File: src/rtl/clk_set_ctrl.sv
// Button-driven time-setting controller: walks hours -> minutes -> seconds,
// committing each field to the clock core as a single-cycle write.
module clk_set_ctrl #(
    parameter int TIMEOUT_CYCLES = 1000000000,
    parameter int BLINK_CYCLES   = 50000000
) (
    input  logic       clk,
    input  logic       reset,
    input  logic       btn_mode,
    input  logic       btn_inc,
    input  logic       btn_dec,
    input  logic [5:0] seconds_in,
    input  logic [5:0] minutes_in,
    input  logic [4:0] hours_in,
    output logic       load,
    output logic [1:0] addrs,
    output logic [5:0] data_out,
    output logic       editing,
    output logic [1:0] edit_field,
    output logic [5:0] edit_value,
    output logic       blink
);

    localparam int TO_W = (TIMEOUT_CYCLES > 1) ? $clog2(TIMEOUT_CYCLES) : 1;
    localparam int BL_W = (BLINK_CYCLES > 1) ? $clog2(BLINK_CYCLES) : 1;
    localparam logic [TO_W-1:0] TO_LAST = TO_W'(TIMEOUT_CYCLES - 1);
    localparam logic [BL_W-1:0] BL_LAST = BL_W'(BLINK_CYCLES - 1);
    localparam logic [5:0] HOUR_MAX   = 6'd23;
    localparam logic [5:0] MINSEC_MAX = 6'd59;

    typedef enum logic [1:0] {
        IDLE   = 2'b00,
        EDIT_H = 2'b01,
        EDIT_M = 2'b10,
        EDIT_S = 2'b11
    } state_t;

    state_t          state, state_nx;
    logic            mode_q, inc_q, dec_q;
    logic [TO_W-1:0] to_cnt, to_nx;
    logic [BL_W-1:0] bl_cnt, bl_nx;
    logic            load_nx, editing_nx, blink_nx;
    logic [1:0]      addrs_nx, field_nx;
    logic [5:0]      data_nx, value_nx;
    logic [5:0]      cur_lim;
    logic            mode_p, inc_p, dec_p;

    // Saturate a corrupt core value to the field limit on capture.
    function automatic logic [5:0] clamp_val(input logic [5:0] v, input logic [5:0] lim);
        return (v > lim) ? lim : v;
    endfunction

    function automatic logic [5:0] wrap_inc(input logic [5:0] v, input logic [5:0] lim);
        return (v >= lim) ? 6'd0 : v + 6'd1;
    endfunction

    function automatic logic [5:0] wrap_dec(input logic [5:0] v, input logic [5:0] lim);
        return (v == 6'd0) ? lim : v - 6'd1;
    endfunction

    // Field code shared by addrs and edit_field; 2'b11 means no field.
    function automatic logic [1:0] field_of(input state_t s);
        case (s)
            EDIT_H:  return 2'b10;
            EDIT_M:  return 2'b01;
            EDIT_S:  return 2'b00;
            default: return 2'b11;
        endcase
    endfunction

    assign mode_p  = btn_mode & ~mode_q;
    assign inc_p   = btn_inc & ~inc_q;
    assign dec_p   = btn_dec & ~dec_q;
    assign cur_lim = (state == EDIT_H) ? HOUR_MAX : MINSEC_MAX;

    always_comb begin
        state_nx = state;
        load_nx  = 1'b0;
        addrs_nx = addrs;
        data_nx  = data_out;
        value_nx = edit_value;
        to_nx    = to_cnt;
        bl_nx    = bl_cnt;
        blink_nx = blink;

        case (state)
            IDLE: begin
                if (mode_p) begin
                    state_nx = EDIT_H;
                    value_nx = clamp_val({1'b0, hours_in}, HOUR_MAX);
                    to_nx    = '0;
                    bl_nx    = '0;
                    blink_nx = 1'b1;
                end
            end
            default: begin
                if (mode_p) begin
                    // Commit the value held before this edge, then advance.
                    load_nx  = 1'b1;
                    addrs_nx = field_of(state);
                    data_nx  = edit_value;
                    to_nx    = '0;
                    bl_nx    = '0;
                    blink_nx = 1'b1;
                    case (state)
                        EDIT_H: begin
                            state_nx = EDIT_M;
                            value_nx = clamp_val(minutes_in, MINSEC_MAX);
                        end
                        EDIT_M: begin
                            state_nx = EDIT_S;
                            value_nx = clamp_val(seconds_in, MINSEC_MAX);
                        end
                        default: begin
                            state_nx = IDLE;
                            value_nx = 6'd0;
                            blink_nx = 1'b0;
                        end
                    endcase
                end else begin
                    if (bl_cnt == BL_LAST) begin
                        bl_nx    = '0;
                        blink_nx = ~blink;
                    end else begin
                        bl_nx = bl_cnt + BL_W'(1);
                    end

                    if (inc_p || dec_p) begin
                        to_nx = '0;
                        if (inc_p && !dec_p)
                            value_nx = wrap_inc(edit_value, cur_lim);
                        else if (dec_p && !inc_p)
                            value_nx = wrap_dec(edit_value, cur_lim);
                    end else if (to_cnt == TO_LAST) begin
                        // Abandon the edit without writing the current field.
                        state_nx = IDLE;
                        to_nx    = '0;
                        bl_nx    = '0;
                        blink_nx = 1'b0;
                        value_nx = 6'd0;
                    end else begin
                        to_nx = to_cnt + TO_W'(1);
                    end
                end
            end
        endcase

        editing_nx = (state_nx != IDLE);
        field_nx   = field_of(state_nx);
    end

    always_ff @(posedge clk or posedge reset) begin
        if (reset) begin
            state      <= IDLE;
            mode_q     <= 1'b0;
            inc_q      <= 1'b0;
            dec_q      <= 1'b0;
            to_cnt     <= '0;
            bl_cnt     <= '0;
            load       <= 1'b0;
            addrs      <= 2'b00;
            data_out   <= 6'd0;
            editing    <= 1'b0;
            edit_field <= 2'b11;
            edit_value <= 6'd0;
            blink      <= 1'b0;
        end else begin
            state      <= state_nx;
            mode_q     <= btn_mode;
            inc_q      <= btn_inc;
            dec_q      <= btn_dec;
            to_cnt     <= to_nx;
            bl_cnt     <= bl_nx;
            load       <= load_nx;
            addrs      <= addrs_nx;
            data_out   <= data_nx;
            editing    <= editing_nx;
            edit_field <= field_nx;
            edit_value <= value_nx;
            blink      <= blink_nx;
        end
    end

endmodule
File: config.mk
export PLATFORM = sky130hd
export DESIGN_NAME = clk_set_ctrl
export DESIGN_NICKNAME = d
export VERILOG_FILES = /design/src/rtl/clk_set_ctrl.sv
export SDC_FILE = /design/constraint.sdc
export NUM_CORES = 1
export LEC_CHECK = 0
export ABC_AREA = 1
export BUFFER_PORTS_ARGS = -buffer_cell sky130_fd_sc_hd__buf_4
export CAP_MARGIN = 20
export CORE_ASPECT_RATIO = 1.25
export CORE_MARGIN = 4
export CORE_UTILIZATION = 36
export CTS_CLUSTER_SIZE = 12
export DETAILED_ROUTE_END_ITERATION = 16
export SLEW_MARGIN = 0
export SYNTH_ARGS = -nofsm -noshare
export SYNTH_HDL_FRONTEND = slang
export SYNTH_SLANG_ARGS = --single-unit
File: constraint.sdc
create_clock -name clk -period 2.8 [get_ports clk]
set_input_delay 0.56 -clock clk [delete_from_list [all_inputs] [get_ports clk]]
set_output_delay 0.56 -clock clk [all_outputs]
set_load 0.01 [all_outputs]
==> reports/results.tsv, run 1 <==
stage	metric	value	unit
run_status	status	finished clean	
placed_design	dp_hpwl	11.69	mm
worst_setup_path	worst_setup_path_end_kind	flip-flop	
yosys	synth_edf_count	0	
floorplanning	core	15140	um2
job	drv_cap	0	
finish	layout_common_cells	nand2_1 (232), inv_1 (109), nor2_1 (105), dfrtp_1 (78), nand3_1 (50)	
detailed_routing	drt-wirelength-per-cell	14.37	um
min_path	hp-class	input port to asynchronous set/reset pin	
worst_setup_path	crit_type	flip-flop to flip-flop	
timing	whs	219.5	ps
pwr	combPwrFrac	34.4	%
yosys	yosysSeqAreaShare	35.73	%
yosys	yosys_most_used_dff	dfrtp_1	
timing	max_slew_margin	66.08	%
timing	hold_viol	0	
clock_network	clockRootBuffer	clkbuf_16	
yosys	yosys_warnings	0	
clock_network	cts_buffers	9	
timing	min_period	2214	ps
yosys	syn_nets	858	
clock_network	cts.clk_slew.worst_paths	60	ps
placed_design	gp_congestion	0.9017	
worst_setup_path	worst_ep_arrival_time	2460	ps
global_routing	grt_first_pass_wirelength	25.88	mm
finish	drive_above_1_share	12.02	%
pwr	vdd_ir_drop_max	0.3480	mV
worst_setup_path	worstSetupStartpoint	state[1]	
detailed_routing	drc_errors	0	
clock_network	cts_sinks	80	
placed_design	dp_slack	475.7	ps
detailed_routing	ant_nets	0	
worst_setup_path	startpoint_type	flip-flop	
global_routing	grt_overflow	0	
pwr	clockPowerShare	30.4	%
timing	slew_violations	0	
detailed_routing	vias	5333	
detailed_routing	drt_iter0_markers	318	
pwr	netSwitchingFraction	37.24	%
pwr	power_density	676.6	nW/um2
clock_network	cts_setup_buffers	0	
yosys	syn_area_per_cell	6.807	um2
timing	setup_violations	0	
worst_setup_path	ff2ff_setup_slack	590	ps
finish	final_common_cell	nand2_1	
worst_setup_path	critPathCapture	edit_value[1]	
floorplanning	die_h	147.6	um
global_routing	grt_pass1_vias	5267	
timing	finClkSkew	10.63	ps
clock_network	clockBufferDepth	2	
yosys	synthCells	824	
pwr	seqPwrFrac	35.2	%
yosys	ys_seq_elements	80	
worst_setup_path	critical_path.reg2reg.startpoint	state[1]	
timing	max_slew.worst_pin.slew	508.2	ps
detailed_routing	finalWirelength	15.42	mm
timing	fmax	451.7	MHz
worst_setup_path	crit_path_max_fanout	10	
floorplanning	die_w	119.6	um
yosys	ys_types	39	
finish	final_util	42.63	%
floorplanning	initial_core_util	37.05	%
timing	setup_ws	586.1	ps
floorplanning	pin_count	41	
yosys	async_flop_share	100.0	%
yosys	synth_area	5609	um2
timing	rsz0062_at_grt	false	
worst_setup_path	reg2reg_to	edit_value[1]	
timing	period_share	79.07	%
clock_network	clock_latency	350	ps
pwr	power.internal	2.741	mW
finish	n_antenna_cell	0	
clock_network	ctsHoldBuffers	0	
global_routing	antenna_found_initial	0	
clock_network	ctsResizeCount	0	
global_routing	grt_util_all_layers	18.16	%
floorplanning	die_area	17650	um2
clock_network	htree_levels	3	
worst_setup_path	r2r_cells	15	
worst_setup_path	required	3040	ps
detailed_routing	firstDrtPassIters	5	
pwr	leakagePower	2.854	nW
timing	tns	0	ps
finish	area_delta_synth_final	15.06	%
global_routing	grt_max_degree	39	
floorplanning	rows	50	
finish	nNetsFinal	894	
placed_design	port-buffer-count	40	
detailed_routing	viasPerCell	4.970	
pwr	p_switching	1.626	mW
clock_network	cts_tree	done	
[through the flow]
step           instances  cell area, um2  power [mW]
4_1_cts             1073            6454       4.423
3_3_place_gp        1057            6122       3.062
3_5_place_dp        1057            6122       3.071
6_report            1073            6454       4.367
5_1_grt             1073            6454       4.682
2_1_floorplan        824            5609       2.547
[registers in the layout (all words and copies together), names as in the netlist, 2 cells and up]
name and cells:
bl_cnt 26, to_cnt 30, data_out 6, edit_field 2
edit_value 6, addrs 2, state 2
[final cells by class]
class | instances | area, um2
tap | 208 | 260.3
timing repair buffer | 46 | 357.8
clock inverter | 5 | 78.83
fill | 1670 | 8686
multi-input combinational | 612 | 3082
sequential | 80 | 2004
inverter | 111 | 417.9
clock buffer | 11 | 252.7
[critical path, cell delays in order (launching register included)]
cell and delay [ps]:
dfrtp_1 380, inv_1 120, ha_1 390, inv_1 120, ha_1 290, nand2_1 50, nand2_1 60, nand3_1 70
nand2_1 60, nand2_1 50, nand2_1 70, nand2_1 140, nand2_1 110, nand3_1 80, nand2_1 80, nand2_1 40
[cell families (layout without fill, tap and decap cells)]
logic type | count (synthesis) | in the layout | synth area share (%)
AOI/OAI and AO/OA | 84 | 84 | 8.678
xor gates and xnor gates | 34 | 34 | 5.309
adders and majority gates | 12 | 12 | 2.677
buffers and inverters | 132 | 173 | 9.369
DFF | 80 | 80 | 35.73
and+or+nand+nor | 482 | 482 | 38.23
[how the worst min path moves through the flow]
stage / end / slack (ps)
after floorplan: bl_cnt[23] / 490
after global placement: data_out[2] / 460
after detailed placement: data_out[2] / 470
after CTS: edit_value[2] / 220
after global routing: data_out[3] / 250
final: data_out[3] / 220
[metal layers]
| layer | part of all wire (%) | wire, um | global-route usage [%] | vias up |
|---|---|---|---|---|
| met5 | 0 | 0 | 0 | - |
| met4 | 3.5 | 546 | 8.080 | 0 |
| met3 | 3.3 | 507 | 3.253 | 37 |
| met2 | 50 | 7649 | 31.22 | 120 |
| met1 | 44 | 6721 | 22.19 | 2467 |
| li1 | - | - | - | 2709 |
[power by group through the flow]
stage          Combinational, mW  Sequential [mW]  Clock [mW]
5_1_grt                     1.70             1.57        1.41
6_report                    1.50             1.54        1.33
2_1_floorplan               1.01             1.54           0
3_5_place_dp                1.52             1.56           0
3_3_place_gp                1.50             1.56           0
4_1_cts                     1.52             1.54        1.36
[cells in the mapped netlist, types with 3 or more instances]
library cell,number,area [um2]
nand3_2,3,30.03
nand3_1,50,250.2
xor2_1,31,271.5
o21ai_1,6,30.03
a21oi_1,18,90.09
a22o_1,3,26.28
nor2_2,13,81.33
clkbuf_1,7,26.28
nand4_1,27,168.9
nor3_1,27,135.1
o21a_1,3,22.52
o22ai_1,27,168.9
nand2_2,10,62.56
dfrtp_1,78,1952
o21ai_0,22,110.1
inv_1,110,412.9
buf_4,3,22.52
ha_1,12,150.1
nand2_1,232,870.8
nor2_4,5,56.30
nor2_1,106,397.9
buf_2,9,45.04
xnor2_1,3,26.28
(Power assumes the default switching activity.)
==> inputs of run 2 (changes only) <==
==> constraint.sdc (replaced) <==
create_clock -name clk -period 2 [get_ports clk]
set_input_delay 0.4 -clock clk [delete_from_list [all_inputs] [get_ports clk]]
set_output_delay 0.4 -clock clk [all_outputs]
set_load 0.01 [all_outputs]
==> reports/results.tsv, run 2 (synthesized netlist as in run 1, its figures left out) <==
stage	metric	value	unit	change
global_routing	grt_overflow	0		unchanged
detailed_routing	drt_iter0_markers	244		-23%
finish	seqCellArea	2004	um2	unchanged
detailed_routing	drt-wirelength-per-cell	14.22	um	-1.1%
finish	layout_common_cells	nand2_1 (229), inv_1 (108), nor2_1 (105), dfrtp_1 (78), buf_4 (77)		
placed_design	dp_slack	77.75	ps	-398.0 ps
clock_network	cts_buffers	9		unchanged
clock_network	ctsHoldBuffers	0		unchanged
floorplanning	die_w	119.6	um	unchanged
worst_setup_path	worst_setup_path_end_kind	flip-flop		
pwr	leakagePower	3.010	nW	+5.5%
worst_setup_path	startpoint_type	flip-flop		
pwr	combPwrFrac	39.2	%	+4.8 points
pwr	power.total	6.089	mW	+39%
global_routing	antenna_found_initial	0		unchanged
clock_network	cts_tree	done		
pwr	seqPwrFrac	34.4	%	-0.8 points
floorplanning	die_h	147.6	um	unchanged
worst_setup_path	crit_type	flip-flop to flip-flop		
timing	max_slew.worst_pin.slew	491.3	ps	-16.97 ps
detailed_routing	drc_errors	0		unchanged
global_routing	grt_first_pass_wirelength	26.33	mm	+1.7%
timing	min_period	1851	ps	-362.6 ps
pwr	netSwitchingFraction	38.33	%	+1.1 points
timing	max_slew_margin	67.18	%	+1.1 points
worst_setup_path	cpPeakStageDelay	370	ps	-20 ps
finish	final_common_cell	nand2_1		
placed_design	port-buffer-count	40		unchanged
floorplanning	die_area	17650	um2	unchanged
pwr	power_density	910.4	nW/um2	+35%
run_status	status	finished clean		
worst_setup_path	cp_num_buf_inv	1		-1
global_routing	grt_max_degree	37		-5.1%
finish	largest_register_ffs	30		unchanged
worst_setup_path	crit_path_max_fanout	6		-4
floorplanning	core	15140	um2	unchanged
timing	finClkSkew	7.285	ps	-3.342 ps
clock_network	clockBufferDepth	2		unchanged
worst_setup_path	worstPathCellList	ha_2 > nand2_2 > nor2_4 > nand2_4 > nor2_4 > nand2_2 > nor3_4 > buf_4 > nor2_1 > a21oi_1		
clock_network	cts_sinks	80		unchanged
timing	fmax	540.2	MHz	+20%
floorplanning	rows	50		unchanged
min_path	hp-class	input port to asynchronous set/reset pin		
detailed_routing	finalWirelength	15.73	mm	+2.0%
timing	slew_violations	0		unchanged
finish	multiInputGateArea	3108	um2	+0.85%
placed_design	dp_hpwl	12.12	mm	+3.7%
clock_network	htree_levels	3		unchanged
placed_design	dpl.cell_count	1087		+2.8%
global_routing	grt_pass1_vias	5364		+1.8%
clock_network	clockRootBuffer	clkbuf_16		
timing	rsz0062_at_grt	false		
worst_setup_path	required	2270	ps	-770 ps
clock_network	cts.clk_slew.worst_paths	60	ps	about the same
pwr	vdd_ir_drop_max	0.7302	mV	+110%
finish	fill_cells	1652		-1.1%
finish	drive_above_1_share	15.81	%	+3.8 points
pwr	power.internal	3.755	mW	+37%
clock_network	clock_latency	350	ps	about the same
finish	regMostFlops	to_cnt		
timing	setup_ws	148.7	ps	-437.4 ps
detailed_routing	firstDrtPassIters	5		unchanged
worst_setup_path	cpMaxStageDelayCell	dfrtp_1		
finish	area_delta_synth_final	19.25	%	
job	drv_cap	0		unchanged
finish	n_antenna_cell	0		unchanged
global_routing	grt_util_all_layers	18.40	%	+0.24 points
floorplanning	pin_count	41		unchanged
pwr	p_switching	2.334	mW	+44%
detailed_routing	viasPerCell	4.904		-1.3%
floorplanning	initial_core_util	37.05	%	unchanged
finish	instances_no_fill	1106		+3.1%
placed_design	gp_congestion	0.9375		+4.0%
timing	hold_viol	0		unchanged
worst_setup_path	worst_ep_arrival_time	2120	ps	-340 ps
detailed_routing	ant_nets	0		unchanged
pwr	clockPowerShare	26.3	%	-4.1 points
timing	setup_violations	0		unchanged
finish	top_regs	to_cnt (30), bl_cnt (26)		
detailed_routing	vias	5424		+1.7%
timing	period_share	92.56	%	+13 points
worst_setup_path	path_delay_family	simple AND/OR/NAND/NOR gates		
timing	tns	0	ps	unchanged
finish	nNetsFinal	927		+3.7%
[run 2: layout make-up]
cell class / count / area share [%]
multi-input cells: 612 / 46.46
clock inverters: 3 / 0.2619
clock buffers: 13 / 3.891
inverters: 111 / 6.285
repair buffers: 79 / 9.241
well taps: 208 / 3.891
flip-flops and latches: 80 / 29.97
[run 2: metrics by stage]
step	utilization, %	hold slack, ps	cell area, um2
5_1_grt	44.18	122.1	6689
6_report	44.18	78.13	6689
3_5_place_dp	42.02	469.7	6362
3_3_place_gp	42.02	467.7	6362
4_1_cts	43.86	91.77	6640
2_1_floorplan	-	431.4	5613
[run 2: worst paths after layout]
check                             from  cells after the start  slack, ps            end
min                              reset                      2         80      to_cnt[1]
min in group clk              btn_mode                      1        160         mode_q
min reg2reg                data_out[2]                      2        480    data_out[2]
max reg2reg                  to_cnt[1]                     10        150     to_cnt[16]
max                          to_cnt[1]                     10        150     to_cnt[16]
max in group asynchronous        reset                      3       1360  edit_field[0]
[run 2: power by group through the flow]
stage,sequential (mW),combinational (mW),clock [mW]
3_5_place_dp,2.12,2.36,0
2_1_floorplan,2.15,1.42,0
6_report,2.10,2.39,1.60
3_3_place_gp,2.12,2.36,0
4_1_cts,2.10,2.37,1.65
5_1_grt,2.14,2.69,1.71
[run 2: repair_timing]
item / CTS / global route
resized for setup: 0 / 9
endpoints found under the hold margin: 0 / 0
setup endpoints to repair: 0 / 41
buffers inserted: 0 / 3
[run 2: layer usage]
| layer | track usage (%) | vias up | part of all wire [%] |
|---|---|---|---|
| met4 | 7.221 | 0 | 2.6 |
| li1 | - | 2777 | - |
| met3 | 2.564 | 30 | 3.2 |
| met1 | 22.73 | 2518 | 43 |
| met2 | 32.38 | 99 | 51 |
| met5 | 0 | - | 0 |
